**src/rtl/ctrl_pkg.sv**
```systemverilog
// Shared definitions for the multi-cycle MIPS control path: opcodes, functs,
// FSM state encoding, instruction classes, ALU op codes and pc_src codes.
package ctrl_pkg;

   localparam logic [5:0] OP_RTYPE = 6'h00;
   localparam logic [5:0] OP_J     = 6'h02;
   localparam logic [5:0] OP_JAL   = 6'h03;
   localparam logic [5:0] OP_BEQ   = 6'h04;
   localparam logic [5:0] OP_ORI   = 6'h0D;
   localparam logic [5:0] OP_LUI   = 6'h0F;
   localparam logic [5:0] OP_LW    = 6'h23;
   localparam logic [5:0] OP_SW    = 6'h2B;

   localparam logic [5:0] FN_SLL   = 6'h00;
   localparam logic [5:0] FN_SLLV  = 6'h04;
   localparam logic [5:0] FN_JR    = 6'h08;
   localparam logic [5:0] FN_ADDU  = 6'h21;
   localparam logic [5:0] FN_SUBU  = 6'h23;

   localparam int ALU_ADD = 0;
   localparam int ALU_SUB = 1;
   localparam int ALU_OR  = 2;
   localparam int ALU_LUI = 3;
   localparam int ALU_SLL = 4;

   localparam logic [1:0] PC_SEQ  = 2'd0;
   localparam logic [1:0] PC_BR   = 2'd1;
   localparam logic [1:0] PC_JUMP = 2'd2;
   localparam logic [1:0] PC_REG  = 2'd3;

   typedef enum logic [2:0] {
      S_FETCH  = 3'd0,
      S_DECODE = 3'd1,
      S_EXEC   = 3'd2,
      S_MEM    = 3'd3,
      S_WB     = 3'd4
   } state_t;

   typedef enum logic [3:0] {
      C_ADDU, C_SUBU, C_SLL, C_SLLV, C_JR,
      C_ORI, C_LUI, C_LW, C_SW, C_BEQ, C_J, C_JAL,
      C_ILL
   } cls_t;

   function automatic logic is_rtype(input cls_t c);
      return (c == C_ADDU) || (c == C_SUBU) || (c == C_SLL) || (c == C_SLLV);
   endfunction

   // Instructions that complete in EXEC by redirecting the PC.
   function automatic logic is_ctrl_flow(input cls_t c);
      return (c == C_BEQ) || (c == C_J) || (c == C_JAL) || (c == C_JR);
   endfunction

endpackage

```
**src/rtl/ctrl_decode.sv**
```systemverilog
// Combinational instruction classifier: opcode/funct -> class, plus an
// unknown flag for anything outside the supported subset.
module ctrl_decode
   import ctrl_pkg::*;
(
   input  logic [5:0] opcode,
   input  logic [5:0] funct,
   output cls_t       cls,
   output logic       unknown
);

   // NOTE: every always_comb output gets a default first so no path infers a latch.
   always_comb begin
      cls = C_ILL;
      case (opcode)
         OP_RTYPE: begin
            case (funct)
               FN_ADDU: cls = C_ADDU;
               FN_SUBU: cls = C_SUBU;
               FN_SLL:  cls = C_SLL;
               FN_SLLV: cls = C_SLLV;
               FN_JR:   cls = C_JR;
               default: cls = C_ILL;
            endcase
         end
         OP_ORI:  cls = C_ORI;
         OP_LUI:  cls = C_LUI;
         OP_LW:   cls = C_LW;
         OP_SW:   cls = C_SW;
         OP_BEQ:  cls = C_BEQ;
         OP_J:    cls = C_J;
         OP_JAL:  cls = C_JAL;
         default: cls = C_ILL;
      endcase
   end

   assign unknown = (cls == C_ILL);

endmodule

```
**src/rtl/mc_ctrl_fsm.sv**
```systemverilog
// Multi-cycle MIPS control FSM: FETCH/DECODE/EXEC/MEM/WB with a DM handshake.
// Define MC_CTRL_INSTR_CNT_EN to build the retired-instruction counter.
module mc_ctrl_fsm
   import ctrl_pkg::*;
#(
   parameter int ALUOP_W = 4
) (
   input  logic               clk,
   input  logic               reset,
   input  logic [5:0]         opcode,
   input  logic [5:0]         funct,
   input  logic               zero,
   input  logic               dm_ready,
   output logic               ir_write,
   output logic               pc_write,
   output logic [1:0]         pc_src,
   output logic               reg_write,
   output logic               dm_req,
   output logic               mem_write,
   output logic               RegDst,
   output logic               ralink,
   output logic               MemtoReg,
   output logic               PCtoReg,
   output logic               shiftvar,
   output logic               ALUSrc,
   output logic               ext_op,
   output logic [ALUOP_W-1:0] alu_op,
   output logic               illegal,
   output logic [2:0]         state_o
`ifdef MC_CTRL_INSTR_CNT_EN
   ,
   output logic [31:0]        instr_cnt
`endif
);

   state_t state;
   cls_t   cls;
   logic   unknown;

   ctrl_decode u_decode (
      .opcode  (opcode),
      .funct   (funct),
      .cls     (cls),
      .unknown (unknown)
   );

   // NOTE: sequential state uses non-blocking assignments so every flop samples pre-edge values.
   always_ff @(posedge clk or posedge reset) begin
      if (reset) begin
         state <= S_FETCH;
      end else begin
         case (state)
            S_FETCH:  state <= S_DECODE;
            S_DECODE: state <= unknown ? S_FETCH : S_EXEC;
            S_EXEC: begin
               if ((cls == C_LW) || (cls == C_SW))
                  state <= S_MEM;
               else if (is_ctrl_flow(cls))
                  state <= S_FETCH;
               else
                  state <= S_WB;
            end
            S_MEM: begin
               if (dm_ready)
                  state <= (cls == C_SW) ? S_FETCH : S_WB;
            end
            S_WB:     state <= S_FETCH;
            default:  state <= S_FETCH;
         endcase
      end
   end

   assign state_o = state;

   // NOTE: outputs are gated by reset directly so no strobe survives the instant reset rises.
   always_comb begin
      ir_write  = 1'b0;
      pc_write  = 1'b0;
      pc_src    = PC_SEQ;
      reg_write = 1'b0;
      dm_req    = 1'b0;
      mem_write = 1'b0;
      RegDst    = 1'b0;
      ralink    = 1'b0;
      MemtoReg  = 1'b0;
      PCtoReg   = 1'b0;
      shiftvar  = 1'b0;
      ALUSrc    = 1'b0;
      ext_op    = 1'b0;
      alu_op    = ALUOP_W'(ALU_ADD);
      illegal   = 1'b0;
      if (!reset) begin
         case (state)
            S_FETCH: begin
               ir_write = 1'b1;
               pc_write = 1'b1;
            end
            S_DECODE: illegal = unknown;
            S_EXEC: begin
               case (cls)
                  C_ADDU: alu_op = ALUOP_W'(ALU_ADD);
                  C_SUBU: alu_op = ALUOP_W'(ALU_SUB);
                  C_SLL:  alu_op = ALUOP_W'(ALU_SLL);
                  C_SLLV: begin
                     alu_op   = ALUOP_W'(ALU_SLL);
                     shiftvar = 1'b1;
                  end
                  C_ORI: begin
                     ALUSrc = 1'b1;
                     alu_op = ALUOP_W'(ALU_OR);
                  end
                  C_LUI: begin
                     ALUSrc = 1'b1;
                     alu_op = ALUOP_W'(ALU_LUI);
                  end
                  C_LW, C_SW: begin
                     ALUSrc = 1'b1;
                     ext_op = 1'b1;
                     alu_op = ALUOP_W'(ALU_ADD);
                  end
                  C_BEQ: begin
                     alu_op   = ALUOP_W'(ALU_SUB);
                     pc_src   = PC_BR;
                     pc_write = zero;
                  end
                  C_J: begin
                     pc_write = 1'b1;
                     pc_src   = PC_JUMP;
                  end
                  C_JAL: begin
                     pc_write  = 1'b1;
                     pc_src    = PC_JUMP;
                     reg_write = 1'b1;
                     ralink    = 1'b1;
                     PCtoReg   = 1'b1;
                  end
                  C_JR: begin
                     pc_write = 1'b1;
                     pc_src   = PC_REG;
                  end
                  default: ;
               endcase
            end
            S_MEM: begin
               dm_req    = 1'b1;
               mem_write = (cls == C_SW);
            end
            S_WB: begin
               reg_write = 1'b1;
               RegDst    = is_rtype(cls);
               MemtoReg  = (cls == C_LW);
            end
            default: ;
         endcase
      end
   end

`ifdef MC_CTRL_INSTR_CNT_EN
   logic retire;

   // An instruction retires on the edge that returns the FSM to FETCH;
   // the illegal DECODE exit is deliberately excluded.
   assign retire = ((state == S_EXEC) && is_ctrl_flow(cls))
                || ((state == S_MEM) && dm_ready && (cls == C_SW))
                || (state == S_WB);

   always_ff @(posedge clk or posedge reset) begin
      if (reset)
         instr_cnt <= '0;
      else if (retire)
         instr_cnt <= instr_cnt + 32'd1;
   end
`endif

endmodule
```
**config.mk**
```make
export PLATFORM = sky130hd
export DESIGN_NAME = mc_ctrl_fsm
export DESIGN_NICKNAME = d
export VERILOG_FILES = /design/src/rtl/ctrl_pkg.sv /design/src/rtl/ctrl_decode.sv /design/src/rtl/mc_ctrl_fsm.sv
export SDC_FILE = /design/constraint.sdc
export NUM_CORES = 1
export LEC_CHECK = 0
export CORE_MARGIN = 1.5
export CORE_UTILIZATION = 41
export CTS_CLUSTER_DIAMETER = 100
export DETAILED_ROUTE_END_ITERATION = 6
export PLACE_DENSITY = 0.83
export REMOVE_ABC_BUFFERS = 1
export SYNTH_ARGS = -nofsm -noshare
export SYNTH_HDL_FRONTEND = slang
export SYNTH_HIERARCHICAL = 1
export SYNTH_SLANG_ARGS = --single-unit
```
**constraint.sdc**
```tcl
create_clock -name clk -period 5.11 [get_ports clk]
set_input_delay 1.022 -clock clk [delete_from_list [all_inputs] [get_ports clk]]
set_output_delay 1.022 -clock clk [all_outputs]
set_load 0.05 [all_outputs]
```
---- Word-level counts from Yosys, hierarchy flattened ----
Cells that the tools add are included.
operators by class
  equality and inequality tests ........... 28
  muxes and demuxes ....................... 43
  reductions and logical operators ........ 17
operators with widths
  operator                                                         number
  4-bit case mux with 8 select lines                               1
  1-bit 2-to-1 mux                                                 26
  6-bit == test, second input constant                             4
  3-bit case mux with 4 select lines                               2
  4-bit == test, second input constant                             5
  4-bit case mux with 5 select lines                               1
  6-bit by 4-bit == test with 1-bit output, second input constant  3
  3-bit 2-to-1 mux                                                 6
  4-bit by 3-bit == test with 1-bit output, second input constant  4
  6-bit by 2-bit == test with 1-bit output, second input constant  2
  6-bit by 3-bit == test with 1-bit output, second input constant  2
  6-bit zero test                                                  2
  4-bit by 2-bit == test with 1-bit output, second input constant  2
  2-bit OR reduction                                               4
  1-bit logical OR                                                 7
  3-bit by 2-bit == test with 1-bit output, second input constant  2
  2-bit 2-to-1 mux                                                 3
  1-bit case mux with 2 select lines                               3
  2-bit case mux with 3 select lines                               1
  4-bit by 1-bit == test with 1-bit output, second input constant  1
  4-bit zero test                                                  1
  4-bit OR reduction                                               1
  3-bit by 1-bit == test with 1-bit output, second input constant  1
  3-bit == test, second input constant                             1
  3 further kinds                                                  3
storage, ports and cells
  output and inout bits ................... 22
  input bits .............................. 16
  logic and storage cells ................. 89
  bits in registers ....................... 3

---- Longest topological paths before layout ----
  word-level depth ........................ 10
  depth in mapped cells ................... 8

---- By module ----
Netlist, hierarchy kept.
modules (own cells, without submodules)
  module       cells an instance  area each (um^2)  seq. area each (um^2)  instances
  mc_ctrl_fsm  60                 437.9             75.1                   1
  ctrl_decode  34                 237.7             0.0                    1

---- Worst setup path after synthesis ----
No wires, ideal clock.
  kind .................................... input to output
  from .................................... in funct[2]
  to ...................................... out ralink
  arrival time ............................ 3,674 ps
  stages on the path ...................... 8
  path buffers ............................ 1
  path slack .............................. 414 ps
  path through ............................ a2111oi_2 o211ai_1 a31oi_1 nor2_1 nor2b_1 inv_1 nor3_1 buf_4
between the ends
  longest elaborated chain between the ends .. 7
  elaborated cells between the ends (all ways) .. 11
  classes of those cells .................. eq/ne: 5; mux: 5; reduce/logical: 1
ends and longest elaborated chain
  item                                                                    line               RTL
  from (decl)                                                             mc_ctrl_fsm.sv:11  input logic [5:0] funct,
  6-bit by 4-bit == test with 1-bit output, or another cell as far along  ctrl_decode.sv:17  case (funct)
  4-bit case mux with 5 select lines *                                    ctrl_decode.sv:17
  4-bit case mux with 8 select lines *                                    ctrl_decode.sv:15  case (opcode)
  via cls[2]                                                              mc_ctrl_fsm.sv:37  cls_t cls;
  4-bit == test *                                                         n/a
  1-bit 2-to-1 mux * (3 in series)                                        n/a
  to (decl)                                                               mc_ctrl_fsm.sv:21  output logic ralink,
Mark *: on every way through the listed nets, which the timed path passes. The rest lies on a longest branch.

---- Worst setup path in the final report ----
  from .................................... in opcode[1]
  to ...................................... out alu_op[2]
between the ends
  longest elaborated chain between the ends .. 7
  elaborated cells between the ends (all ways) .. 20
  classes of those cells .................. eq/ne: 13; mux: 4; reduce/logical: 3
ends and longest elaborated chain
  item                                                                    line                RTL
  from (decl)                                                             mc_ctrl_fsm.sv:10   input logic [5:0] opcode,
  6-bit by 2-bit == test with 1-bit output, or another cell as far along  ctrl_decode.sv:15
  4-bit case mux with 8 select lines *                                    ctrl_decode.sv:15
  via cls[1]                                                              mc_ctrl_fsm.sv:37
  4-bit == test, or another cell as far along                             mc_ctrl_fsm.sv:100  case (cls)
  2-bit OR reduction (no line)                                            n/a
  3-bit case mux with 4 select lines *                                    mc_ctrl_fsm.sv:100
  3-bit 2-to-1 mux *                                                      mc_ctrl_fsm.sv:93   case (state)
  3-bit 2-to-1 mux *                                                      mc_ctrl_fsm.sv:92   if (!reset) begin
  to (decl)                                                               mc_ctrl_fsm.sv:27   output logic [ALUOP_W-1:0] alu_op,
Marked as above.

==> results.json <==
{
  "drive_gt1_share_pct": 18.0,
  "route.detailed.wl_per_inst_um": 13.5,
  "dp.cells": 140,
  "tightest_slew_ns": 0.791,
  "pwr-share-clk_pct": 18.2,
  "critical_path_depth": 7,
  "post_cts_resized": 0,
  "tns_ns": 0,
  "ff_latch_area_um2": 75.1,
  "hold_viol": 0,
  "finalNonFillerCells": 144,
  "vias": 846,
  "dpl.hpwl_um": 1500,
  "netSwitchingPower_uw": 114,
  "path_cells": "clkdlybuf4s50_1 -> nor4_4 -> nand2_1 -> nor2_1 -> a32o_1 -> nor4b_1 -> clkdlybuf4s50_1",
  "synth_most_common_cell": "nor2_1",
  "nFillCells": 138,
  "post_cts_buffers": 0,
  "cts-hold-fix-buffers": 0,
  "row_count": 14,
  "clock-skew-final_ns": 0.00165,
  "cts_sinks": 3,
  "vias_per_cell": 5.88,
  "htreeDepth": 1,
  "clk_pin_slew_ns": 0.04,
  "syn2layout_area_growth_pct": 49.6,
  "fp.dieH_um": 43.6,
  "cpMostUsedCell": "clkdlybuf4s50_1",
  "antenna_left": 0,
  "n_antenna_cell": 0,
  "switching_share_pct": 50.4,
  "cp-start-kind": "input port",
  "overflow": 0,
  "critPathArrivalTime_ns": 3.69,
  "fin_crit_ns": 4.71,
  "track_usage_pct": 21.2,
  "place_area_um2": 985,
  "internal_power_uw": 112,
  "comb_power_share_pct": 61.8,
  "worstSetupEndpoint": "alu_op[2]",
  "cts_buffers": 3,
  "report.final.slew_viol_count": 0,
  "drt_iter0_markers": 22,
  "yosysUniqueCellTypes": 45,
  "setup_viol": 0,
  "clock_latency_ns": 0.23,
  "portBuffers": 36,
  "synthCells": 94,
  "cts_buffer_depth": 2,
  "avgSynthCellArea_um2": 7.19,
  "end_kind": "primary output",
  "drt-total-wl_um": 1950,
  "die_w_um": 43.6,
  "rsz0062_at_grt": "false",
  "max_cap_viol_count": 0,
  "place.gp.congestion": 0.867,
  "yosys.area.top_type": "dfrtp_1",
  "slew_headroom_pct": 47.3,
  "fin_crit_sh_pct": 92.2,
  "grt_pass1_wl_um": 3150,
  "nets": 145,
  "first_global_vias": 705,
  "largest_reg_flops": 3,
  "clockRootBuffer": "clkbuf_4",
  "hp-class": "reg -> reg",
  "path_class": "in -> out",
  "io_pins": 38,
  "netlist_top_cells_count": "nor2_1, nor3_1, nand2_1",
  "stdcell_area_mm2": 0.00101,
  "cts_tree": "done",
  "p_per_area_mw_per_mm2": 224,
  "multi_input_area_um2": 543,
  "regToRegSetupSlack_ns": 3.82,
  "seq_area_frac_synth_pct": 11.1,
  "initial_core_util_pct": 44.3,
  "synthArstFlopShare_pct": 100,
  "reg2reg_depth": 2,
  "synth_area_leaders": "dfrtp_1, nor2_1, nor3_1",
  "synth-edff-count": 0,
  "crit_path_start": "opcode[1]",
  "slowest_stage": "clkdlybuf4s50_1",
  "drc": 0,
  "crit_fanout": 12,
  "irDropWorstVdd_uv": 173,
  "r2r_start": "state_o[0]",
  "first_pass_iters": 4,
  "worst-path-buf-inv": 2,
  "core_mm2": 0.00152,
  "fmax_mhz": 212,
  "pwr-share-seq_pct": 20.1,
  "p_leak_nw": 0.394,
  "p_total_uw": 227,
  "synth_top_cell_area_share_pct": 11.1,
  "outcome": "finished clean",
  "grt_max_degree": 13,
  "r2r-end": "state_o[2]",
  "cp_top_family": "buffers and inverters",
  "antenna_found_initial": 0,
  "dieArea_mm2": 0.00190,
  "synth_ff_type": "dfrtp_1",
  "critPathMaxStageDelay_ns": 0.86,
  "yosysWarnings": 6,
  "critPathRequiredTime_ns": 4.09,
  "syn_area_um2": 676,
  "ys_ff_latch": 3
}
[worst min-delay path by stage]
stage | to | slack (ns) | start | cells after the start
4_1_cts | state_o[2] | 0.60 | state_o[2] | 1
2_1_floorplan | state_o[0] | 0.78 | reset | 1
5_1_grt | state_o[2] | 0.65 | state_o[2] | 1
6_report | state_o[0] | 0.62 | state_o[2] | 1
3_3_place_gp | state_o[0] | 0.59 | state_o[2] | 1
3_5_place_dp | state_o[2] | 0.60 | state_o[2] | 1
[final cells by class]
type | count | share of cell area [%]
Clock buffer | 4 | 2.60
Multi-Input combinational cell | 80 | 53.7
Timing Repair Buffer | 36 | 32.4
Sequential cell | 3 | 7.43
Inverter | 5 | 1.86
Tap cell | 16 | 1.98
[power groups by stage]
stage	sequential [mW]	clock (mW)	combinational, mW
after CTS	0.0448	0.0426	0.140
after global routing	0.0465	0.0456	0.149
final	0.0455	0.0412	0.140
after global placement	0.0451	0	0.139
after floorplan	0.0624	0	0.0696
after detailed placement	0.0449	0	0.140
[layer usage]
layer / global-route usage [%] / routed length, µm / up-vias
met5: 0 / 0 / -
met4: 3.64 / 0 / 0
met3: 4.17 / 104 / 0
met2: 35.9 / 914 / 29
met1: 28.0 / 931 / 396
li1: - / - / 421
[cells in the final DEF (no fill, tap or decap), drive strengths merged, types with 3 or more instances in the layout]
master,n
a22oi,3
a31oi,3
buf,13
clkbuf,4
clkdlybuf4s50,23
dfrtp,3
inv,5
mux2i,3
nand2,7
nand2b,3
nor2,12
nor2b,5
nor3,8
nor4,3
o21ai,3
[logic make-up after synthesis]
group,after synthesis,share of synthesized area (%)
buffers and inverters,11,8.52
and+or+nand+nor,51,46.1
AOI/OAI and AO/OA,24,28.0
DFF,3,11.1
xor gates and xnor gates,1,1.30
other,1,0.555
muxes,3,4.44
[through the flow]
step           hold slack (ns)  setup slack [ns]  utilization, %
2_1_floorplan            0.784            -0.202               -
3_3_place_gp             0.594             0.423            64.6
3_5_place_dp             0.598             0.380            64.6
4_1_cts                  0.603             0.381            66.3
5_1_grt                  0.648             0.242            66.3
6_report                 0.620             0.397            66.3
Power figures use the tool's default switching activity.
